**config.mk**
```make
export PLATFORM = sky130hd
export DESIGN_NAME = fetch_ctrl
export DESIGN_NICKNAME = d
export VERILOG_FILES = /design/src/rtl/fetch_ctrl.sv
export SDC_FILE = /design/constraint.sdc
export NUM_CORES = 1
export LEC_CHECK = 0
export ABC_AREA = 1
export CAP_MARGIN = 20
export CORE_AREA = 3 3 112 114
export CTS_BUF_LIST = sky130_fd_sc_hd__clkbuf_16
export CTS_CLUSTER_SIZE = 40
export DETAILED_ROUTE_END_ITERATION = 10
export DIE_AREA = 0 0 115 117
export PLACE_DENSITY_LB_ADDON = 0.05
export SLEW_MARGIN = 10
export SYNTH_ARGS = -nofsm -noshare
export SYNTH_HDL_FRONTEND = slang
export SYNTH_SLANG_ARGS = --single-unit
```
**constraint.sdc**
```tcl
create_clock -name clk -period 1.35 [get_ports clk]
set_clock_uncertainty 0.05 [all_clocks]
set_input_delay 0.135 -clock clk [delete_from_list [all_inputs] [get_ports clk]]
set_output_delay 0.135 -clock clk [all_outputs]
set_load 0.05 [all_outputs]
```
**src/rtl/fetch_ctrl.sv**
```systemverilog
// fetch_ctrl: instruction-fetch sequencer. It issues reads to a multi-cycle
// memory, updates the PC and holds one fetched instruction for decode.
// Branch redirects squash in-flight reads, and memory errors lock the block
// until reset.
module fetch_ctrl (
  input  logic        clk,
  input  logic        rst,
  input  logic [15:0] pc,
  input  logic        br_tkn,
  input  logic [15:0] br_target,
  input  logic        stall_in,
  input  logic        mem_stall,
  input  logic        mem_done,
  input  logic [15:0] mem_data,
  input  logic        mem_err,
  output logic        mem_rd,
  output logic [15:0] mem_addr,
  output logic        pc_we,
  output logic [15:0] pc_next,
  output logic [15:0] instr_out,
  output logic [15:0] instr_pc,
  output logic [15:0] instr_pc_plus,
  output logic        instr_valid,
  output logic        err
);

  localparam logic [15:0] NOP = 16'h0800;

  typedef enum logic [1:0] {
    IDLE   = 2'd0,
    WAIT   = 2'd1,
    SQUASH = 2'd2,
    ERR    = 2'd3
  } state_t;

  state_t      r_state;
  state_t      w_state_nxt;
  logic        r_instr_valid;
  logic [15:0] r_instr_out;
  logic [15:0] r_instr_pc;
  logic [15:0] r_instr_pc_plus;
  logic        r_err;

  logic        w_slot_free;
  logic [15:0] w_pc_plus2;
  logic        w_load;
  logic        w_flush;
  logic        w_err_hit;

  // The buffer can take a new word if it is empty or is drained this cycle.
  assign w_slot_free = !r_instr_valid || !stall_in;
  // 16-bit add wraps naturally, so 16'hFFFE + 2 gives 16'h0000.
  assign w_pc_plus2  = pc + 16'd2;

  // State register.
  always_ff @(posedge clk) begin
    if (rst) r_state <= IDLE;
    else     r_state <= w_state_nxt;
  end

  // Next state, memory request and PC update. mem_err beats br_tkn and mem_done.
  always_comb begin
    w_state_nxt = r_state;
    mem_rd      = 1'b0;
    mem_addr    = pc;
    pc_we       = 1'b0;
    pc_next     = pc;
    w_load      = 1'b0;
    w_flush     = 1'b0;
    w_err_hit   = 1'b0;
    if (!rst) begin
      case (r_state)
        IDLE: begin
          if (mem_err) begin
            // A read may already be issued when the error arrives.
            // It is left alone, because the block stops here anyway.
            mem_rd      = w_slot_free && !mem_stall && !br_tkn;
            w_err_hit   = 1'b1;
            w_state_nxt = ERR;
          end else if (br_tkn) begin
            pc_we   = 1'b1;
            pc_next = br_target;
            w_flush = 1'b1;
          end else if (w_slot_free && !mem_stall) begin
            mem_rd = 1'b1;
            if (mem_done) begin
              w_load  = 1'b1;
              pc_we   = 1'b1;
              pc_next = w_pc_plus2;
            end else begin
              w_state_nxt = WAIT;
            end
          end
        end
        WAIT: begin
          if (mem_err) begin
            w_err_hit   = 1'b1;
            w_state_nxt = ERR;
          end else if (br_tkn) begin
            pc_we       = 1'b1;
            pc_next     = br_target;
            w_flush     = 1'b1;
            w_state_nxt = mem_done ? IDLE : SQUASH;
          end else if (mem_done) begin
            w_load      = 1'b1;
            pc_we       = 1'b1;
            pc_next     = w_pc_plus2;
            w_state_nxt = IDLE;
          end
        end
        SQUASH: begin
          if (mem_err) begin
            w_err_hit   = 1'b1;
            w_state_nxt = ERR;
          end else begin
            if (br_tkn) begin
              pc_we   = 1'b1;
              pc_next = br_target;
              w_flush = 1'b1;
            end
            if (mem_done) w_state_nxt = IDLE;
          end
        end
        default: begin
          w_state_nxt = ERR;
        end
      endcase
    end
  end

  // Instruction buffer. An error or a flush beats a reload, and a reload
  // beats a consume.
  always_ff @(posedge clk) begin
    if (rst) begin
      r_instr_out     <= NOP;
      r_instr_pc      <= 16'h0000;
      r_instr_pc_plus <= 16'h0000;
      r_instr_valid   <= 1'b0;
    end else if (w_err_hit || w_flush) begin
      r_instr_out   <= NOP;
      r_instr_valid <= 1'b0;
    end else if (w_load) begin
      r_instr_out     <= mem_data;
      r_instr_pc      <= pc;
      r_instr_pc_plus <= w_pc_plus2;
      r_instr_valid   <= 1'b1;
    end else if (r_instr_valid && !stall_in) begin
      r_instr_out   <= NOP;
      r_instr_valid <= 1'b0;
    end
  end

  // Sticky error flag. Only reset clears it.
  always_ff @(posedge clk) begin
    if (rst)            r_err <= 1'b0;
    else if (w_err_hit) r_err <= 1'b1;
  end

  assign instr_out     = r_instr_out;
  assign instr_pc      = r_instr_pc;
  assign instr_pc_plus = r_instr_pc_plus;
  assign instr_valid   = r_instr_valid;
  assign err           = r_err;

endmodule
```
==> results_dict.tcl, run 1 <==
set metrics [dict create \
    fp-row-count 39 \
    core_area_um2 11520 \
    n_antenna_cell 0 \
    max_stage_delay_ps 330 \
    synth_enable_flop_cells 0 \
    worstSetupPathType "register to output port" \
    final-seq-area_um2 1027 \
    crit_slowest_cell "sky130_fd_sc_hd__dfxtp_2" \
    outcome "finished, violations left" \
    pin_count 139 \
    die_h_um 117 \
    drt_wl_total_mm 16.08 \
    starting_density_of_the_core 0.3002 \
    avgViaCountPerCell 4.941 \
    detailedPlace.worstSlack_ps -929.5 \
    yosysUniqueCellTypes 36 \
    global_route.usage.met2 0.3519 \
    ir_drop_mv 0.4623 \
    dr.first_iter.drc_count 173 \
    setup.worst_path.start_class "register" \
    final_period_minus_worst_setup_slack_ps 2015 \
    tritoncts_clock_tree "yes" \
    htree_levels 2 \
    half_perimeter_wire_length_after_placement_mm 10.88 \
    gr-usage-met1 0.2981 \
    clkSinkCount 51 \
    synth_sequential_area_ratio 0.2953 \
    max-slew-margin-rel 0.7370 \
    critPathTopFamily "buffers and inverters" \
    yosysWarnings 0 \
    fin_worst_hold_slack_ps 281.1 \
    drt_drc_violations_left 0 \
    timing.critical_path.arrival_ps 1830 \
    die_x_um 115 \
    utilization_after_layout 0.7194 \
    crit_path_frequent_cell "sky130_fd_sc_hd__nand2_1" \
    clock_tree.buffer_depth 2 \
    grt_use_met3 0.02776 \
    grt_pass1_wl_mm 23.41 \
    synth-async-reset-ratio 0 \
    power.total_mw 5.300 \
    p_leak_nw 3.449 \
    post_synth_inst_count 556 \
    post_drt_wl_per_cell_um 16.93 \
    maxCapViolCount 0 \
    dp.cells 895 \
    cp_data_required_time_ps 1160 \
    drive_gt1_frac 0.5452 \
    global_route.peak_usage_layer "met2" \
    rsz0062_at_grt "yes" \
    latest_clock_arrival_within_the_worst_skew_pair_ps 290 \
    min_period_over_period 1.493 \
    finalMaxSlewViolations 0 \
    clk_pin_slew_worst_paths_ps 70 \
    setup_viol_count_final 67 \
    worstPathCellList "buf_6 > buf_4 > o21ai_4 > buf_12 > nand2_1 > nand2_1 > nand3_1 > nand2_1 > nand2_2 > a21oi_4 > buf_12" \
    crit_path_end_kind "output port" \
    final_cell_count_no_fill 950 \
    area_used_by_multi_input_combinational_logic_um2 2889 \
    pwr_density_cell_nw_per_um2 639.8 \
    io_buffer_count 138 \
    number_of_global_route_vias_before_repair 4612 \
    syn-num-nets 612 \
    fin_tns_setup_ps -32700 \
    achievable-frequency_ghz 0.4962 \
    synth.cell_area_um2 3457 \
    clk_root_buffer_cell "sky130_fd_sc_hd__clkbuf_16" \
    ant_nets 0 \
    post-route-worst-setup-slack_ps -665.4 \
    globalRouteOverflowTotal 0 \
    post_dp_cell_area_um2 6780 \
    grt_start_max_net_pins 25 \
    total_of_flip_flops_plus_latches_after_synthesis 51 \
    drt-pass1-iter-count 4 \
    routed-via-count 4694 \
    violated_checks "setup timing" \
    tightestPinTransition_ps 393.1 \
    finalWeightedCongestion 0.8649 \
    antenna_violations_before_repair 0 \
    syn_to_final_growth_pct 139.6 \
    hp-class "input port to register" \
    cts_buf_count 5 \
    worstPathBufferInverterCount 4 \
    avgSynthCellArea_um2 6.218 \
    critical_path_peak_fanout 12 \
    grt.total_usage 0.2178 \
    final_net_count 862 \
    hold_viol_final 0 \
    cts_hold_buf 0 \
    die_area_um2 13460 \
    num-fill-cells 903 \
    yosys_most_used_dff "sky130_fd_sc_hd__dfxtp_1" \
    postLayoutCellArea_um2 8284 \
]
## path summary, 6_finish.rpt
kind                                   from          endpoint  slack (ps)  cells past startpoint
worst max-delay path             r_state[1]       pc_next[11]        -670                     11
worst min-delay path                    rst  instr_pc_plus[2]         280                      3
worst max register to register  instr_valid      instr_out[1]        -540                     15
worst min register to register          err               err         450                      2
## power breakdown
part           total (mW)  leakage (nW)  internal, mW  switching, mW
Clock                1.23        0.0658         0.683          0.549
Combinational        2.49          2.97          1.18           1.31
Sequential           1.58         0.414          1.54         0.0427
Total                5.30          3.45          3.40           1.90
## metal layers
layer | wire (µm) | vias to the layer above
li1 | - | 2296
met1 | 7124 | 2174
met2 | 7732 | 189
met3 | 845 | 35
met4 | 380 | 0
met5 | 0 | -
## flip-flops by register name, indices dropped and copies added (netlist names)
signal and cells:
instr_valid 1, instr_out 16, instr_pc 16, err 1
r_state 2, instr_pc_plus 15
## synthesized netlist by cell type, types with 2 or more instances
master	count	area, µm²
sky130_fd_sc_hd__o22ai_1	3	18.77
sky130_fd_sc_hd__inv_1	38	142.6
sky130_fd_sc_hd__nand3_1	26	130.1
sky130_fd_sc_hd__buf_6	4	45.04
sky130_fd_sc_hd__nand4_1	5	31.28
sky130_fd_sc_hd__a21oi_2	10	87.58
sky130_fd_sc_hd__nor2_4	3	33.78
sky130_fd_sc_hd__or2_2	4	25.02
sky130_fd_sc_hd__nor4_1	2	12.51
sky130_fd_sc_hd__o21ai_0	58	290.3
sky130_fd_sc_hd__a21oi_1	75	375.4
sky130_fd_sc_hd__nand2_1	134	503.0
sky130_fd_sc_hd__dfxtp_1	51	1021
sky130_fd_sc_hd__nor3_1	3	15.01
sky130_fd_sc_hd__nor2_2	2	12.51
sky130_fd_sc_hd__clkbuf_1	13	48.80
sky130_fd_sc_hd__nand2_4	2	22.52
sky130_fd_sc_hd__buf_4	18	135.1
sky130_fd_sc_hd__xor2_1	4	35.03
sky130_fd_sc_hd__inv_4	2	12.51
sky130_fd_sc_hd__inv_2	7	26.28
sky130_fd_sc_hd__nand2_2	4	25.02
sky130_fd_sc_hd__buf_1	2	7.510
sky130_fd_sc_hd__nor2_1	57	214.0
sky130_fd_sc_hd__clkbuf_2	4	20.02
sky130_fd_sc_hd__buf_2	15	75.07
## worst reg2reg max path, stage by stage (launching register included)
cell and delay [ps]:
sky130_fd_sc_hd__dfxtp_4 360, sky130_fd_sc_hd__nand2_4 60, sky130_fd_sc_hd__nand2_4 110, sky130_fd_sc_hd__nand2_4 80, sky130_fd_sc_hd__buf_6 130, sky130_fd_sc_hd__nand2_4 50, sky130_fd_sc_hd__nor2_4 40, sky130_fd_sc_hd__buf_6 110
sky130_fd_sc_hd__buf_6 120, sky130_fd_sc_hd__nand2_8 130, sky130_fd_sc_hd__buf_12 130, sky130_fd_sc_hd__nand2_8 50, sky130_fd_sc_hd__inv_8 80, sky130_fd_sc_hd__buf_12 150, sky130_fd_sc_hd__nand2_2 50, sky130_fd_sc_hd__a21oi_1 120
## layout make-up
type,instances,area share
repair inverters,2,0.003927
flip-flops and latches,51,0.1240
clock inverters,3,0.002417
clock buffers,5,0.01510
inverters,47,0.02719
well taps,143,0.02160
multi-input cells,403,0.3487
repair buffers,296,0.4570
## cell families after synthesis
logic type                 count (synthesis)  synth area share
AOI/OAI and AO/OA                        153            0.2396
DFF                                       51            0.2953
and+or+nand+nor                          244            0.3029
buffers and inverters                    103            0.1484
adders and majority gates                  1          0.003619
xor gates and xnor gates                   4           0.01013
## cells in the final DEF, fill, tap and decap left out, types with 30 or more instances in the layout
| master | count |
|---|---|
| sky130_fd_sc_hd__buf_6 | 30 |
| sky130_fd_sc_hd__clkdlybuf4s50_1 | 42 |
| sky130_fd_sc_hd__dfxtp_1 | 48 |
| sky130_fd_sc_hd__a21oi_1 | 30 |
| sky130_fd_sc_hd__buf_12 | 96 |
| sky130_fd_sc_hd__nand2_1 | 83 |
| sky130_fd_sc_hd__a21oi_2 | 43 |
| sky130_fd_sc_hd__nor2_1 | 41 |
| sky130_fd_sc_hd__nand2_4 | 30 |
| sky130_fd_sc_hd__inv_1 | 36 |
| sky130_fd_sc_hd__buf_4 | 109 |
## repair_timing
item,4_1_cts,5_1_grt
resized for setup,103,138
buffers inserted,16,26
pin swaps,10,35
cloned,10,3
endpoints found under the setup margin,66,67
Power figures use the tool's default switching activity.
==> run 2: changes to the inputs <==
- MAX_ROUTING_LAYER: default -> met4
==> results_dict.tcl, run 2 (same netlist as run 1, synthesis figures left out) <==
set metrics [dict create \
    hp-class "input port to register" \
    drt_wl_total_mm 15.50 \
    cts_buf_count 5 \
    finalWeightedCongestion 0.8737 \
    clkSinkCount 51 \
    worstPathBufferInverterCount 2 \
    fp-row-count 39 \
    power.sequential.fraction 0.296 \
    half_perimeter_wire_length_after_placement_mm 11.05 \
    finalMaxSlewViolations 0 \
    latest_clock_arrival_within_the_worst_skew_pair_ps 290 \
    worstSetupPathType "register to output port" \
    violated_checks "setup timing" \
    outcome "finished, violations left" \
    clock_tree.buffer_depth 2 \
    tightestPinTransition_ps 409.7 \
    final_net_count 852 \
    layout_commonest_cell "sky130_fd_sc_hd__buf_4" \
    htree_levels 2 \
    pwr_density_cell_nw_per_um2 660.8 \
    power_switching_share 0.3493 \
    die_area_um2 13460 \
    ir_drop_mv 0.4746 \
    setup.worst_path.start_class "register" \
    starting_density_of_the_core 0.3002 \
    rsz0062_at_grt "yes" \
    setup_viol_count_final 66 \
    max-slew-margin-rel 0.7259 \
    syn_to_final_growth_pct 133.0 \
    internal_power_mw 3.464 \
    grt_start_max_net_pins 25 \
    avgViaCountPerCell 4.869 \
    n_antenna_cell 0 \
    switching_power_mw 1.860 \
    cp_data_required_time_ps 1160 \
    max_stage_delay_ps 360 \
    globalRouteOverflowTotal 0 \
    routed-via-count 4577 \
    post_drt_wl_per_cell_um 16.48 \
    p_comb_frac 0.455 \
    min_period_over_period 1.488 \
    drive_gt1_frac 0.5546 \
    ant_nets 0 \
    post-route-worst-setup-slack_ps -658.5 \
    p_leak_nw 3.423 \
    core_area_um2 11520 \
    die_x_um 115 \
    tritoncts_clock_tree "yes" \
    critPathTopFamily "simple AND/OR/NAND/NOR gates" \
    drt-pass1-iter-count 4 \
    clk_pin_slew_worst_paths_ps 60 \
    antenna_violations_before_repair 0 \
    timing.critical_path.arrival_ps 1820 \
    die_h_um 117 \
    io_buffer_count 138 \
    final_period_minus_worst_setup_slack_ps 2008 \
    dr.first_iter.drc_count 212 \
    setup.worst_path.start "instr_valid" \
    commonest_non_fill_non_tap_cells_in_the_layout "104 x sky130_fd_sc_hd__buf_4, 93 x sky130_fd_sc_hd__buf_12, 82 x sky130_fd_sc_hd__nand2_1" \
    critical_path_peak_fanout 12 \
    fin_worst_hold_slack_ps 294.0 \
    pin_count 139 \
    crit_slowest_cell "sky130_fd_sc_hd__dfxtp_4" \
    hold_viol_final 0 \
    maxCapViolCount 0 \
    hold_path.startpoint "pc[2]" \
    clk_root_buffer_cell "sky130_fd_sc_hd__clkbuf_16" \
    grt_pass1_wl_mm 24.06 \
    achievable-frequency_ghz 0.4979 \
    power.total_mw 5.323 \
    timing.rr.start "r_state[0]" \
    power_frac_clock 0.248 \
    number_of_global_route_vias_before_repair 4650 \
    grt.total_usage 0.2289 \
    worstPathCellList "nand2_4 > nand2_4 > nand2_4 > o21ai_4 > buf_12 > nand2_1 > nand2_1 > nand3_1 > nand2_1 > nand2_2 > a21oi_4 > buf_12" \
    crit_path_end_kind "output port" \
    drt_drc_violations_left 0 \
]
## run 2: power by group through the flow
stage / combinational, mW / clock, mW / sequential (mW)
after floorplan: 1.02 / 0 / 1.68
after global placement: 2.09 / 0 / 1.60
after detailed placement: 2.09 / 0 / 1.60
after CTS: 2.30 / 1.36 / 1.57
after global routing: 2.56 / 1.43 / 1.58
final: 2.42 / 1.32 / 1.58
## run 2: path summary, 6_finish.rpt
path,endpoint,slack [ps],depth (start not counted)
setup reg to reg,instr_out[8],-620,15
hold reg to reg,instr_out[1],450,2
hold / removal,instr_pc[2],290,4
setup / recovery,pc_next[10],-660,12
## run 2: what timing repair did
| item | CTS | global route |
|---|---|---|
| endpoints found under the setup margin | 67 | 69 |
| buffers inserted | 17 | 15 |
| cloned | 7 | 2 |
| pin swaps | 16 | 23 |
| hold buffers | 0 | 0 |
| gates resized for setup | 134 | 92 |
## run 2: through the flow
| stage | area, µm² | setup WS [ps] | std cells | utilization | TNS [ps] |
|---|---|---|---|---|---|
| after global routing | 8055 | -766.5 | 940 | 0.6995 | -41300 |
| after floorplan | 3891 | -423.4 | 556 | - | -9204 |
| final | 8055 | -658.5 | 940 | 0.6995 | -36290 |
| after CTS | 7650 | -665.2 | 930 | 0.6643 | -30330 |
| after global placement | 6778 | -938.7 | 898 | 0.5885 | -39840 |
| after detailed placement | 6778 | -965.8 | 898 | 0.5885 | -40580 |
## run 2: worst reg2reg max path: stages, from the launching register on
cell                        delay [ps]
sky130_fd_sc_hd__dfxtp_2           350
sky130_fd_sc_hd__inv_2              60
sky130_fd_sc_hd__buf_6             120
sky130_fd_sc_hd__nand2_4            80
sky130_fd_sc_hd__buf_6             110
sky130_fd_sc_hd__nand2_4            50
sky130_fd_sc_hd__nor2_4            120
sky130_fd_sc_hd__buf_6             110
sky130_fd_sc_hd__buf_6              80
sky130_fd_sc_hd__buf_6             100
sky130_fd_sc_hd__nand2_8           100
sky130_fd_sc_hd__inv_12            150
sky130_fd_sc_hd__buf_12            130
sky130_fd_sc_hd__clkbuf_16         140
sky130_fd_sc_hd__nand2_2            50
sky130_fd_sc_hd__a21oi_2           110
## run 2: cell type report
class | instances | area, µm²
multi-input combinational | 403 | 2774
fill | 911 | 3461
timing repair buffer | 288 | 3694
inverter | 47 | 220.2
clock inverter | 2 | 8.758
tap | 143 | 178.9
sequential | 51 | 1030
clock buffer | 6 | 150.1
## run 2: per-layer routing
metal	vias to the layer above	share of wire	GRT usage
met5	-	0	-
met1	2144	0.46	0.3073
li1	2281	-	-
met4	0	0.0097	0.04225
met3	10	0.044	0.02365
met2	142	0.49	0.3785
==> run 3: changes to the inputs <==
- CORE_AREA: 3 3 112 114 -> 8 8 117 119
- DIE_AREA: 0 0 115 117 -> 0 0 125 127
==> results_dict.tcl, run 3 (same netlist as run 1, synthesis figures left out) <==
set metrics [dict create \
    max_stage_delay_ps 360 \
    drt-pass1-iter-count 5 \
    cts_buf_count 5 \
    setup_viol_count_final 66 \
    finalMaxSlewViolations 0 \
    post_drt_wl_per_cell_um 17.01 \
    detailedPlace.worstSlack_ps -900.1 \
    avgViaCountPerCell 4.847 \
    dr.first_iter.drc_count 242 \
    ir_drop_mv 0.4582 \
    layout_commonest_cell "sky130_fd_sc_hd__buf_4" \
    timing.critical_path.arrival_ps 1850 \
    latest_clock_arrival_within_the_worst_skew_pair_ps 300 \
    hold_viol_final 0 \
    clkSinkCount 51 \
    worstPathCellList "nand2_4 > nand2_8 > nand2_4 > o21ai_4 > buf_12 > nand2_1 > nand2_1 > nand3_1 > nand2_1 > nand2_2 > a21oi_4 > buf_12" \
    final_net_count 849 \
    die_x_um 125 \
    syn_to_final_growth_pct 132.5 \
    pwr_density_cell_nw_per_um2 676.2 \
    crit_path_frequent_cell "sky130_fd_sc_hd__nand2_1" \
    starting_density_of_the_core 0.2927 \
    finalWeightedCongestion 0.8611 \
    htree_levels 2 \
    maxCapViolCount 0 \
    clk_pin_slew_worst_paths_ps 70 \
    core_area_um2 11810 \
    tritoncts_clock_tree "yes" \
    clk_root_buffer_cell "sky130_fd_sc_hd__clkbuf_16" \
    io_buffer_count 138 \
    final_period_minus_worst_setup_slack_ps 2035 \
    critical_path_peak_fanout 12 \
    clock_tree.buffer_depth 2 \
    p_leak_nw 3.406 \
    setup.worst_path.start_class "register" \
    crit_slowest_cell "sky130_fd_sc_hd__dfxtp_4" \
    dp.cells 895 \
    tightestPinTransition_ps 451.8 \
    drive_gt1_frac 0.5126 \
    commonest_non_fill_non_tap_cells_in_the_layout "103 x sky130_fd_sc_hd__buf_4, 96 x sky130_fd_sc_hd__nand2_1, 93 x sky130_fd_sc_hd__buf_12" \
    half_perimeter_wire_length_after_placement_mm 11.41 \
    crit_path_end_kind "output port" \
    min_period_over_period 1.507 \
    hp-class "input port to register" \
    routed-via-count 4561 \
    antenna_violations_before_repair 0 \
    drt_drc_violations_left 0 \
    globalRouteOverflowTotal 0 \
    fin_tns_setup_ps -32660 \
    n_antenna_cell 0 \
    ant_nets 0 \
    grt_start_max_net_pins 29 \
    fp-row-count 40 \
    achievable-frequency_ghz 0.4914 \
    number_of_global_route_vias_before_repair 4701 \
    max-slew-margin-rel 0.6977 \
    violated_checks "setup timing" \
    grt.total_usage 0.2031 \
    post-route-worst-setup-slack_ps -684.9 \
    rsz0062_at_grt "yes" \
    pin_count 139 \
    fin_worst_hold_slack_ps 336.7 \
    worstSetupPathType "register to output port" \
    die_area_um2 15880 \
    outcome "finished, violations left" \
    drt_wl_total_mm 16.00 \
    grt_pass1_wl_mm 25.39 \
    cp_data_required_time_ps 1160 \
    die_h_um 127 \
    final_cell_count_no_fill 941 \
]
-- run 3: layout make-up --
| type | instances | area [µm²] |
|---|---|---|
| Timing Repair Buffer | 284 | 3714 |
| Timing Repair inverter | 1 | 16.27 |
| Sequential cell | 51 | 1030 |
| Clock buffer | 5 | 125.1 |
| Tap cell | 147 | 183.9 |
| Clock inverter | 3 | 41.29 |
| Multi-Input combinational cell | 403 | 2711 |
| Fill cell | 971 | 3774 |
| Inverter | 47 | 216.5 |
-- run 3: worst paths after layout --
kind	startpoint	to	slack, ps	depth (start not counted)
max reg2reg	r_state[0]	instr_pc[8]	-480	14
min reg2reg	instr_pc_plus[2]	instr_pc_plus[2]	450	2
min	stall_in	instr_valid	340	4
max	instr_valid	pc_next[11]	-680	12
-- run 3: per-layer routing --
metal / vias to the layer above / GRT usage / wire length [µm]
li1: 2273 / - / -
met1: 2130 / 0.2536 / 7183
met2: 149 / 0.3295 / 7790
met3: 9 / 0.04243 / 871
met4: 0 / 0.04943 / 158
met5: - / - / 0
-- run 3: where the power goes --
group	internal [mW]	leakage, nW	switching (mW)
sequential	1.54	0.414	0.0407
combinational	1.12	2.91	1.28
clock	0.869	0.0812	0.588
total	3.53	3.41	1.91
-- run 3: timing repair --
item / 4_1_cts / 5_1_grt
setup endpoints to repair: 67 / 68
gates cloned: 10 / 2
hold buffers: 0 / 0
pin swaps: 27 / 13
gates resized for setup: 153 / 52
setup buffers: 24 / 5
-- run 3: stage by stage --
stage	utilization	instance area [µm²]	power, mW
after detailed placement	0.5688	6718	3.682
final	0.6805	8038	5.435
after CTS	0.6639	7841	5.404
after floorplan	-	3891	2.700
after global routing	0.6805	8038	5.684
after global placement	0.5688	6718	3.666
-- run 3: worst max-delay path: cells and delay by family, from the launching register on --
family,cells,cell delay [ps]
AOI/OAI and AO/OA,2,320
buffers and inverters,2,300
DFF,1,360
and+or+nand+nor,8,560
